==> config.mk <==
export PLATFORM = sky130hd
export DESIGN_NAME = multicycle_control_fsm
export DESIGN_NICKNAME = d
export VERILOG_FILES = /design/src/rtl/mips_mc_pkg.sv /design/src/rtl/multicycle_control_fsm.sv
export SDC_FILE = /design/constraint.sdc
export NUM_CORES = 1
export LEC_CHECK = 0
export ABC_CLOCK_PERIOD_IN_PS = 4600
export CAP_MARGIN = 20
export CORE_MARGIN = 3
export CORE_UTILIZATION = 44
export CTS_CLUSTER_SIZE = 25
export DETAILED_ROUTE_END_ITERATION = 16
export PLACE_DENSITY = 0.85
export SKIP_CTS_REPAIR_TIMING = 1
export SLEW_MARGIN = 20
export SYNTH_ARGS = -nofsm -noshare
export SYNTH_HDL_FRONTEND = slang
export SYNTH_SLANG_ARGS = --single-unit
==> constraint.sdc <==
create_clock -name clk -period 4.6 [get_ports clk]
set_input_delay 1.15 -clock clk [delete_from_list [all_inputs] [get_ports clk]]
set_output_delay 1.15 -clock clk [all_outputs]
set_load 0.01 [all_outputs]
==> src/rtl/mips_mc_pkg.sv <==
// Shared encodings for the multicycle MIPS control path: states, opcodes,
// ALU-op codes and datapath select values.
package mips_mc_pkg;

    typedef enum logic [3:0] {
        S_FETCH     = 4'd0,
        S_DECODE    = 4'd1,
        S_MEM_ADDR  = 4'd2,
        S_MEM_READ  = 4'd3,
        S_MEM_WB    = 4'd4,
        S_MEM_WRITE = 4'd5,
        S_R_EXEC    = 4'd6,
        S_R_WB      = 4'd7,
        S_I_EXEC    = 4'd8,
        S_I_WB      = 4'd9,
        S_BRANCH    = 4'd10,
        S_JUMP      = 4'd11,
        S_JAL       = 4'd12,
        S_JR        = 4'd13
    } state_t;

    localparam logic [5:0] OP_RTYPE = 6'h00;
    localparam logic [5:0] OP_J     = 6'h02;
    localparam logic [5:0] OP_JAL   = 6'h03;
    localparam logic [5:0] OP_BEQ   = 6'h04;
    localparam logic [5:0] OP_BNE   = 6'h05;
    localparam logic [5:0] OP_ADDI  = 6'h08;
    localparam logic [5:0] OP_ORI   = 6'h0D;
    localparam logic [5:0] OP_LW    = 6'h23;
    localparam logic [5:0] OP_SW    = 6'h2B;

    localparam logic [5:0] FUNCT_JR = 6'h08;

    localparam logic [2:0] ALU_ADD   = 3'b000;
    localparam logic [2:0] ALU_SUB   = 3'b001;
    localparam logic [2:0] ALU_FUNCT = 3'b010;
    localparam logic [2:0] ALU_OR    = 3'b011;

    localparam logic [1:0] M2R_ALUOUT = 2'b00;
    localparam logic [1:0] M2R_MDR    = 2'b01;
    localparam logic [1:0] M2R_PC     = 2'b10;

    localparam logic [1:0] DST_RT = 2'b00;
    localparam logic [1:0] DST_RD = 2'b01;
    localparam logic [1:0] DST_RA = 2'b10;

    localparam logic [1:0] SRCB_B      = 2'b00;
    localparam logic [1:0] SRCB_FOUR   = 2'b01;
    localparam logic [1:0] SRCB_IMM    = 2'b10;
    localparam logic [1:0] SRCB_IMM_SH = 2'b11;

    localparam logic [1:0] PCS_ALU    = 2'b00;
    localparam logic [1:0] PCS_ALUOUT = 2'b01;
    localparam logic [1:0] PCS_JUMP   = 2'b10;
    localparam logic [1:0] PCS_A      = 2'b11;

endpackage

==> src/rtl/multicycle_control_fsm.sv <==
// Moore sequencer for the multicycle MIPS datapath: steps each instruction
// through fetch/decode/execute/memory/write-back with a memory-ready stall.
//
// state     | meaning
// FETCH     | read IR from memory at PC, PC <= PC+4 on ready
// DECODE    | branch target into ALUOut, dispatch on opcode
// MEM_ADDR  | ALUOut <= A + imm
// MEM_READ  | read MDR at ALUOut, wait for ready
// MEM_WB    | rt <= MDR
// MEM_WRITE | write B at ALUOut, wait for ready
// R_EXEC    | ALUOut <= A op B
// R_WB      | rd <= ALUOut
// I_EXEC    | ALUOut <= A op imm
// I_WB      | rt <= ALUOut
// BRANCH    | compare A,B; PC <= ALUOut when taken
// JUMP      | PC <= jump target
// JAL       | PC <= jump target, $31 <= PC
// JR        | PC <= A
module multicycle_control_fsm
    import mips_mc_pkg::*;
#(
    parameter bit MEM_WAIT_EN = 1'b1
) (
    input  logic       clk,
    input  logic       reset,
    input  logic [5:0] opcode_i,
    input  logic [5:0] funct_i,
    input  logic       zero_i,
    input  logic       mem_ready_i,
    output logic       pc_write_o,
    output logic       ir_write_o,
    output logic       iord_o,
    output logic       mem_read_o,
    output logic       mem_write_o,
    output logic [1:0] mem_to_reg_o,
    output logic [1:0] reg_dst_o,
    output logic       reg_write_o,
    output logic       alu_src_a_o,
    output logic [1:0] alu_src_b_o,
    output logic [2:0] alu_op_o,
    output logic [1:0] pc_source_o,
    output logic [3:0] state_o,
    output logic       instr_done_o,
    output logic       illegal_op_o
);

    state_t     state;
    state_t     state_nxt;
    logic       ready;

    logic       pc_write;
    logic       ir_write;
    logic       iord;
    logic       mem_read;
    logic       mem_write;
    logic [1:0] mem_to_reg;
    logic [1:0] reg_dst;
    logic       reg_write;
    logic       alu_src_a;
    logic [1:0] alu_src_b;
    logic [2:0] alu_op;
    logic [1:0] pc_source;
    logic       instr_done;
    logic       illegal_op;

    assign ready = MEM_WAIT_EN ? mem_ready_i : 1'b1;

    always_ff @(posedge clk or negedge reset) begin
        if (!reset) begin
            state <= S_FETCH;
        end else begin
            state <= state_nxt;
        end
    end

    always_comb begin
        state_nxt  = S_FETCH;
        pc_write   = 1'b0;
        ir_write   = 1'b0;
        iord       = 1'b0;
        mem_read   = 1'b0;
        mem_write  = 1'b0;
        mem_to_reg = M2R_ALUOUT;
        reg_dst    = DST_RT;
        reg_write  = 1'b0;
        alu_src_a  = 1'b0;
        alu_src_b  = SRCB_B;
        alu_op     = ALU_ADD;
        pc_source  = PCS_ALU;
        instr_done = 1'b0;
        illegal_op = 1'b0;

        case (state)
            S_FETCH: begin
                mem_read  = 1'b1;
                alu_src_b = SRCB_FOUR;
                ir_write  = ready;
                pc_write  = ready;
                state_nxt = ready ? S_DECODE : S_FETCH;
            end
            S_DECODE: begin
                alu_src_b = SRCB_IMM_SH;
                case (opcode_i)
                    OP_LW, OP_SW:    state_nxt = S_MEM_ADDR;
                    OP_RTYPE:        state_nxt = (funct_i == FUNCT_JR) ? S_JR : S_R_EXEC;
                    OP_ADDI, OP_ORI: state_nxt = S_I_EXEC;
                    OP_BEQ, OP_BNE:  state_nxt = S_BRANCH;
                    OP_J:            state_nxt = S_JUMP;
                    OP_JAL:          state_nxt = S_JAL;
                    default: begin
                        illegal_op = 1'b1;
                        instr_done = 1'b1;
                        state_nxt  = S_FETCH;
                    end
                endcase
            end
            S_MEM_ADDR: begin
                alu_src_a = 1'b1;
                alu_src_b = SRCB_IMM;
                state_nxt = (opcode_i == OP_SW) ? S_MEM_WRITE : S_MEM_READ;
            end
            S_MEM_READ: begin
                mem_read  = 1'b1;
                iord      = 1'b1;
                state_nxt = ready ? S_MEM_WB : S_MEM_READ;
            end
            S_MEM_WB: begin
                reg_write  = 1'b1;
                mem_to_reg = M2R_MDR;
                instr_done = 1'b1;
            end
            S_MEM_WRITE: begin
                mem_write  = 1'b1;
                iord       = 1'b1;
                instr_done = ready;
                state_nxt  = ready ? S_FETCH : S_MEM_WRITE;
            end
            S_R_EXEC: begin
                alu_src_a = 1'b1;
                alu_op    = ALU_FUNCT;
                state_nxt = S_R_WB;
            end
            S_R_WB: begin
                reg_write  = 1'b1;
                reg_dst    = DST_RD;
                instr_done = 1'b1;
            end
            S_I_EXEC: begin
                alu_src_a = 1'b1;
                alu_src_b = SRCB_IMM;
                alu_op    = (opcode_i == OP_ORI) ? ALU_OR : ALU_ADD;
                state_nxt = S_I_WB;
            end
            S_I_WB: begin
                reg_write  = 1'b1;
                instr_done = 1'b1;
            end
            S_BRANCH: begin
                alu_src_a  = 1'b1;
                alu_op     = ALU_SUB;
                pc_source  = PCS_ALUOUT;
                pc_write   = (opcode_i == OP_BNE) ? ~zero_i : zero_i;
                instr_done = 1'b1;
            end
            S_JUMP: begin
                pc_write   = 1'b1;
                pc_source  = PCS_JUMP;
                instr_done = 1'b1;
            end
            S_JAL: begin
                pc_write   = 1'b1;
                pc_source  = PCS_JUMP;
                reg_write  = 1'b1;
                reg_dst    = DST_RA;
                mem_to_reg = M2R_PC;
                instr_done = 1'b1;
            end
            S_JR: begin
                pc_write   = 1'b1;
                pc_source  = PCS_A;
                instr_done = 1'b1;
            end
            default: state_nxt = S_FETCH;
        endcase
    end

    // The state register already sits in FETCH during reset; gating keeps
    // FETCH's read strobe and selects from leaking out while held.
    assign pc_write_o   = reset & pc_write;
    assign ir_write_o   = reset & ir_write;
    assign iord_o       = reset & iord;
    assign mem_read_o   = reset & mem_read;
    assign mem_write_o  = reset & mem_write;
    assign mem_to_reg_o = reset ? mem_to_reg : 2'b00;
    assign reg_dst_o    = reset ? reg_dst : 2'b00;
    assign reg_write_o  = reset & reg_write;
    assign alu_src_a_o  = reset & alu_src_a;
    assign alu_src_b_o  = reset ? alu_src_b : 2'b00;
    assign alu_op_o     = reset ? alu_op : 3'b000;
    assign pc_source_o  = reset ? pc_source : 2'b00;
    assign instr_done_o = reset & instr_done;
    assign illegal_op_o = reset & illegal_op;
    assign state_o      = state;

endmodule

==> flow_summary.ini <==
[run_status]
status = completed

[cts]
cts_tree = built
numCtsBuffers = 3
clockBufferDepth = 2
cts-root-buf = clkbuf_4
h-tree-depth = 1
clock_latency_ns = 0.24
cts.sinks = 4
clk_pin_slew_ns = 0.04

[global_routing]
grt_pass1_wl_um = 3970
overflow = 0
antenna_found_initial = 0
gr-usage-all-layers_pct = 19.7
grt_pass1_vias = 997
grt_max_degree = 27

[die]
ios = 40
coreArea_um2 = 1780
die_area_um2 = 2510
initial_core_util_pct = 48.0
die_x_um = 50.1
dieHeight_um = 50.1
fp-row-count = 15

[pwr]
power_density_nw_per_um2 = 246
p_leak_uw = 0.000461
power_frac_comb_pct = 62.0
ir_drop_mv = 0.242
seqPwrFrac_pct = 23.6
switching_power_uw = 132
p_sw_share_pct = 43.3
clockPowerShare_pct = 14.4
intPower_uw = 173
p_total_uw = 305

[timing]
skew_ns = 0.00670
hold_viol = 0
worst_slew_pin_slew_ns = 0.677
tns_ns = 0
rsz0062_at_grt = no
fmax_mhz = 228
slew_violations = 0
relSlewSlack_pct = 54.9
hold_ws_ns = 0.921
setup-violations-final = 0
min_period_ns = 4.39
finalCritPeriodShare_pct = 95.5
finalWorstSetupSlack_ns = 0.209

[layout]
final_common_cell = clkdlybuf4s50_1
final_cell_mix = clkdlybuf4s50_1 (38), nor2_1 (19), a21oi_1 (11), nand2_1 (10), nor2b_1 (9)
drive_gt1_share_pct = 8.13
diodes = 0
post-route-util_pct = 69.5
largest_register_ffs = 4
nets = 178
fill_cells = 160
syn_to_final_growth_pct = 44.9

[run]
cap_viol_max_count = 0

[synthesis]
synth_cell_type_count = 46
yosys_warnings = 0
ys_ff_latch = 4
yosysSeqAreaShare_pct = 11.7
postSynthCellCount = 130
avgSynthCellArea_um2 = 6.58
syn_nets = 146
synth_area_um2 = 856

[setup_path]
max_stage_delay_ns = 0.56
cp-start-kind = input port
critical_path.cell_chain = clkdlybuf4s50_1 -> nand2b_4 -> or4b_4 -> xor2_1 -> o2bb2ai_2 -> clkdlybuf4s50_1
worstPathRequired_ns = 3.45
cp.arrival_ns = 3.24
cp_top_family = buffers and inverters
critPathKind = in2out
slowest_stage = clkdlybuf4s50_1
critical_path.endpoint_type = output port
cpMostUsedCell = clkdlybuf4s50_1
cp.buffers_inverters = 2
crit_path_max_fanout = 7

[route]
first_pass_iters = 4
num_vias = 1032
drc = 0
wirelength_um = 2330
viasPerCell = 5.58
ant_nets = 0
wire_per_inst_um = 12.6
drt_iter0_markers = 20

[place]
gp_congestion = 0.827
dp_hpwl_um = 1820
io_buffers = 38
post-place-ws_ns = 0.213

[min_path]
hold_path_class = reg2reg
==> Yosys cell counts (all sizes together) <==
| cell type | number | area [um^2] |
|---|---|---|
| nor2 | 19 | 71.3 |
| a21oi | 11 | 55.1 |
| buf | 10 | 53.8 |
| nand2 | 10 | 37.5 |
| nor2b | 9 | 56.3 |
| nand2b | 7 | 51.3 |
| inv | 5 | 18.8 |
| nor3 | 5 | 25.0 |
| dfrtp | 4 | 100 |
| nand3b | 4 | 30.0 |
| clkbuf | 3 | 11.3 |
| nor4 | 3 | 18.8 |
| o21ai | 3 | 15.0 |
| o32ai | 3 | 33.8 |
| a31oi | 2 | 12.5 |
| and2 | 2 | 12.5 |
| nand3 | 2 | 10.0 |
| nor3b | 2 | 15.0 |
| o21bai | 2 | 15.0 |
| o221ai | 2 | 23.8 |
| o22ai | 2 | 12.5 |
| a21boi | 1 | 7.51 |
| a22oi | 1 | 7.51 |
| a311oi | 1 | 8.76 |
| a32o | 1 | 10.0 |
| and2b | 1 | 8.76 |
| and3 | 1 | 6.26 |
| and4b | 1 | 10.0 |
| conb | 1 | 3.75 |
| nand4b | 1 | 8.76 |
| nor4bb | 1 | 10.0 |
| o211a | 1 | 10.0 |
| o2bb2ai | 1 | 15.0 |
| o31ai | 1 | 7.51 |
| o32a | 1 | 10.0 |
| or2 | 1 | 6.26 |
| or2b | 1 | 8.76 |
| or3 | 1 | 6.26 |
| or4b | 1 | 13.8 |
| xnor2 | 1 | 8.76 |
| xor2 | 1 | 8.76 |
==> metal layers <==
layer,up-vias,wire (um),track usage [%]
met5,-,0,0
met2,42,1210,37.2
li1,525,-,-
met1,461,967,20.5
met4,0,20,8.76
met3,4,129,3.63
==> tightest hold or removal path: stages (launching register included) <==
cell and delay (ns):
dfrtp_1 0.57, o32a_1 0.26, o31ai_1 0.06
==> logic make-up after synthesis <==
kind of cell	after synthesis	share of synthesized area [%]
other	1	0.438
AOI/OAI and AO/OA	33	28.5
xor gates and xnor gates	2	2.05
DFF	4	11.7
buffers and inverters	18	9.79
and+or+nand+nor	72	47.5
==> power groups by stage <==
stage	Clock [uW]	Sequential, uW	Combinational [uW]
floorplan	0	52.8	130
global placement	0	71.3	186
detailed placement	0	71.8	189
CTS	44.9	71.4	190
global route	47.5	75.2	207
finish	43.9	71.9	189
==> per-stage QoR <==
stage | cell area (um^2) | std cells
after floorplan | 856 | 130
after global placement | 1220 | 182
after detailed placement | 1220 | 182
after CTS | 1240 | 185
after global routing | 1240 | 185
final | 1240 | 185
==> final timing paths <==
kind / start / to / slack (ns) / cells after the start
setup / recovery: opcode_i[1] / pc_write_o / 0.21 / 6
hold / removal: state_o[3]$_DFF_PN0_ / state_o[0]$_DFF_PN0_ / 0.92 / 2
setup reg to reg: state_o[1]$_DFF_PN0_ / state_o[1]$_DFF_PN0_ / 2.84 / 4
hold reg to reg: state_o[3]$_DFF_PN0_ / state_o[0]$_DFF_PN0_ / 0.92 / 2
max in group asynchronous: reset / state_o[1]$_DFF_PN0_ / 2.86 / 2
min in group asynchronous: reset / state_o[3]$_DFF_PN0_ / 1.28 / 1
==> final cells by class <==
cell class	count	area [um^2]	share of cell area, %
inverter	5	18.8	1.51
clock buffer	3	22.5	1.82
tap	25	31.3	2.52
timing repair buffer	40	395	31.9
sequential	4	100	8.07
multi-input combinational	108	672	54.2
Note: power is estimated with default switching activity, not from simulation.
